### config.mk
export PLATFORM = sky130hd
export DESIGN_NAME = nes_joypad_shifter
export DESIGN_NICKNAME = d
export VERILOG_FILES = /design/src/rtl/nes_joypad_shifter.sv
export SDC_FILE = /design/constraint.sdc
export NUM_CORES = 1
export LEC_CHECK = 0
export CORE_MARGIN = 4
export CORE_UTILIZATION = 45
export DETAILED_ROUTE_END_ITERATION = 7
export GPL_TIMING_DRIVEN = 0
export PLACE_DENSITY = 0.83
export SETUP_SLACK_MARGIN = 0.3
export SLEW_MARGIN = 0
export SYNTH_ARGS = -nofsm -noshare
export SYNTH_HDL_FRONTEND = slang
export SYNTH_SLANG_ARGS = --single-unit
### constraint.sdc
create_clock -name clk -period 2.3 [get_ports clk]
set_clock_uncertainty 0.05 [all_clocks]
set_input_delay 0.345 -clock clk [delete_from_list [all_inputs] [get_ports clk]]
set_output_delay 0.345 -clock clk [all_outputs]
set_load 0.05 [all_outputs]
### src/rtl/nes_joypad_shifter.sv
// NES $4016/$4017 controller shift registers: strobe latch, live load, 1-filled serial shift.
// Optional JOYPAD_TURBO_EN adds turbo1/turbo2 ports that pulse A/B at TURBO_PERIOD half-period.
module nes_joypad_shifter #(
   parameter logic [6:0]  OPEN_BUS_HI  = 7'h20,
   parameter logic [23:0] TURBO_PERIOD = 24'd400000
) (
   input  logic       clk,
   input  logic       rst,
   input  logic       wr_strobe,
   input  logic       wr_data,
   input  logic       rd_p1,
   input  logic       rd_p2,
   input  logic [7:0] buttons1,
   input  logic [7:0] buttons2,
`ifdef JOYPAD_TURBO_EN
   input  logic [1:0] turbo1,
   input  logic [1:0] turbo2,
`endif
   output logic [7:0] dout1,
   output logic [7:0] dout2,
   output logic       strobe
);

   logic [7:0] sr1, sr2;
   logic [7:0] eff1, eff2;

   if (TURBO_PERIOD == 24'd0) begin : g_period_check
      $error("TURBO_PERIOD must be nonzero");
   end

`ifdef JOYPAD_TURBO_EN
   logic [23:0] turbo_cnt;
   logic        turbo_phase;

   // Free-running: turbo cadence does not depend on when the game strobes.
   always_ff @(posedge clk) begin
      if (rst) begin
         turbo_cnt   <= '0;
         turbo_phase <= 1'b0;
      end else if (turbo_cnt == TURBO_PERIOD - 24'd1) begin
         turbo_cnt   <= '0;
         turbo_phase <= ~turbo_phase;
      end else begin
         turbo_cnt <= turbo_cnt + 24'd1;
      end
   end

   always_comb begin
      eff1      = buttons1;
      eff2      = buttons2;
      eff1[1:0] = buttons1[1:0] | (turbo1 & {2{turbo_phase}});
      eff2[1:0] = buttons2[1:0] | (turbo2 & {2{turbo_phase}});
   end
`else
   always_comb begin
      eff1 = buttons1;
      eff2 = buttons2;
   end
`endif

   // Load/shift decisions use the registered strobe, so a same-cycle write only
   // affects behaviour from the following cycle.
   always_ff @(posedge clk) begin
      if (rst) begin
         strobe <= 1'b0;
         sr1    <= '0;
         sr2    <= '0;
      end else begin
         if (wr_strobe)
            strobe <= wr_data;

         if (strobe)
            sr1 <= eff1;
         else if (rd_p1)
            sr1 <= {1'b1, sr1[7:1]};

         if (strobe)
            sr2 <= eff2;
         else if (rd_p2)
            sr2 <= {1'b1, sr2[7:1]};
      end
   end

   always_comb begin
      dout1 = {OPEN_BUS_HI, sr1[0]};
      dout2 = {OPEN_BUS_HI, sr2[0]};
   end

endmodule
==> reports/qor.csv <==
stage,metric,value,unit
outcome,status,completed,
floorplanning,start_util,48.2,%
cts,cts_max_path_buffers,2,
setup_path,cp_max_fo,2,
place,hpwl,1.39,mm
global_routing,grt_antenna_before_repair,0,
synth,synth_top_cell_area_share,35.6,%
timing,rsz0062_at_grt,no,
drt,viasPerCell,4.55,
synth,synth_area_leaders,"dfxtp_1 (36%), mux2i_1 (16%), buf_4 (15%)",
drt,vias,714,
setup_path,cp.arrival,1520,ps
timing,period_needed,1910,ps
worst_hold_path,hp-class,in2reg,
global_routing,track_usage,13.4,%
setup_path,crit_start,sr1[0],
synth,synth-seq-area-share,35.6,%
cells_and_area,n_antenna_cell,0,
setup_path,critPathRequiredTime,1900,ps
setup_path,worstReg2RegEnd,sr1[0],
cts,clock_sinks,17,
cells_and_area,drive_gt1_share,29.2,%
synth,synth_edf_count,0,
cts,cts_setup_buffers,0,
drt,drc_errors,0,
drt,ant_nets,0,
cells_and_area,fill_cells,178,
synth,syn-cell-area,956,µm²
cts,cts_tree,done,
setup_path,worst-r2r-setup-slack,1250,ps
floorplanning,die_area,0.00293,mm²
synth,synth_cell_types,12,
floorplanning,die_x,54.1,µm
drt,wl_per_cell,11.0,µm
synth,ys_seq_elements,17,
synth,synth_async_sr_flop_share,0,%
cts,ctsHoldBuffers,0,
worst_hold_path,min_from,rst,
cells_and_area,final_cells,157,
timing,timing.final.crit_share,83.1,%
timing,setup_viol,0,
drt,drt-pass1-iter-count,2,
synth,synthTopCellsByCount,"buf_4 (19), dfxtp_1 (17), nor2b_1 (16)",
cts,clock_latency,290,ps
timing,worst-slew-pin-transition,502,ps
floorplanning,ioPinCount,39,
drt,detail_route.iter0.violations,8,
synth,synthCells,93,
global_routing,grt_start_max_net_pins,11,
synth,synth-main-ff-cell,dfxtp_1,
global_routing,first_global_vias,670,
power,peakVddDrop,0.320,mV
place,port_buffers,21,
floorplanning,die_h,54.1,µm
cts,cts_resized,0,
setup_path,r2r-start,strobe,
cts,htree_levels,1,
setup_path,crit_type,reg2out,
setup_path,setup.worst_path.start_class,flip-flop,
setup_path,end_kind,output port,
synth,synth_largest_area_cell,dfxtp_1,
job,drv_cap,0,
setup_path,reg2reg_depth,4,
timing,finalMaxSlewViolations,0,
timing,max_freq,523,MHz
timing,fin_tns_setup,0,ps
power,leakagePower,0.558,nW
global_routing,grt_overflow,0,
worst_hold_path,hold_end,sr2[0],
global_routing,grt_first_pass_wirelength,2.79,mm
floorplanning,core,0.00198,mm²
place,numPlacedInstances,153,
power,powerDensity,544,mW/mm²
worst_hold_path,worstHoldPathCells,2,
synth,yosys_warnings,0,
cells_and_area,finalNetCount,153,
synth,avgSynthCellArea,10.3,µm²
timing,slew_headroom,66.4,%
floorplanning,num_rows,16,
drt,wirelength,1.72,mm
cts,cts_root_buf,clkbuf_4,
cts,clkTransAtPathRegs,90,ps
place,place_congestion,0.704,
cells_and_area,areaGrowthSynthToFinish,33.1,%
synth,yosysMostFrequentCell,buf_4,
cts,cts_made_buffers,3,
timing,hold_viol,0,
## layout make-up
cell class / count / area (µm²) / area share (%)
Timing Repair Buffer: 21 / 210 / 16.5
Buffer: 23 / 175 / 13.8
Sequential cell: 17 / 340 / 26.7
Multi-Input combinational cell: 64 / 482 / 37.9
Tap cell: 27 / 33.8 / 2.65
Clock buffer: 3 / 22.5 / 1.77
Inverter: 1 / 3.75 / 0.295
Clock inverter: 1 / 5.00 / 0.393
## critical path, stage by stage (launching register included)
cell,delay (ps)
dfxtp_1,340
buf_4,100
clkdlybuf4s50_1,780
## where the power goes
part           leakage, nW  switching, mW  internal (mW)
Clock               0.0177         0.0894         0.0646
Sequential           0.140         0.0116          0.318
Combinational        0.400          0.113         0.0951
## cell usage in the layout (no fill, tap or decap), drive strengths merged
cell            n
nor2            1
clkbuf          3
buf            23
a211oi         14
nor3            4
conb           14
clkinv          1
clkdlybuf4s50  21
nor2b          16
dfxtp          17
mux2i          15
inv             1
## per-stage QoR
stage	cell area, µm²	power [mW]	utilization (%)	hold slack (ps)	setup slack (ps)
after detailed placement	1240	0.545	62.8	503	700
after global routing	1270	0.728	64.2	278	313
after global placement	1240	0.540	62.8	487	716
after CTS	1270	0.697	64.2	283	379
after floorplan	1000	0.493	-	442	974
final	1270	0.692	64.2	278	389
## logic make-up after synthesis
kind of cell	synth area share (%)
DFF	35.6
muxes	15.7
and+or+nand+nor	13.0
AOI/OAI and AO/OA	16.2
buffers and inverters	18.7
other	0.786
## worst max path at each step
stage / endpoint / slack [ps]
floorplan: sr1[0] / 970
global placement: dout1[0] / 720
detailed placement: dout2[0] / 700
CTS: dout2[0] / 380
global route: dout2[0] / 310
finish: dout1[0] / 390
## flip-flops by register name, indices dropped and copies added (netlist names)
register	cells
sr1	8
sr2	8
strobe	1
## layer usage
| layer | vias up | share of wire [%] | track usage (%) |
|---|---|---|---|
| met5 | - | 0 | 0 |
| met4 | 0 | 1.8 | 6.22 |
| met3 | 4 | 7.9 | 2.77 |
| met2 | 29 | 49 | 24.8 |
| met1 | 317 | 42 | 14.4 |
| li1 | 364 | - | - |
(Power assumes the default switching activity.)
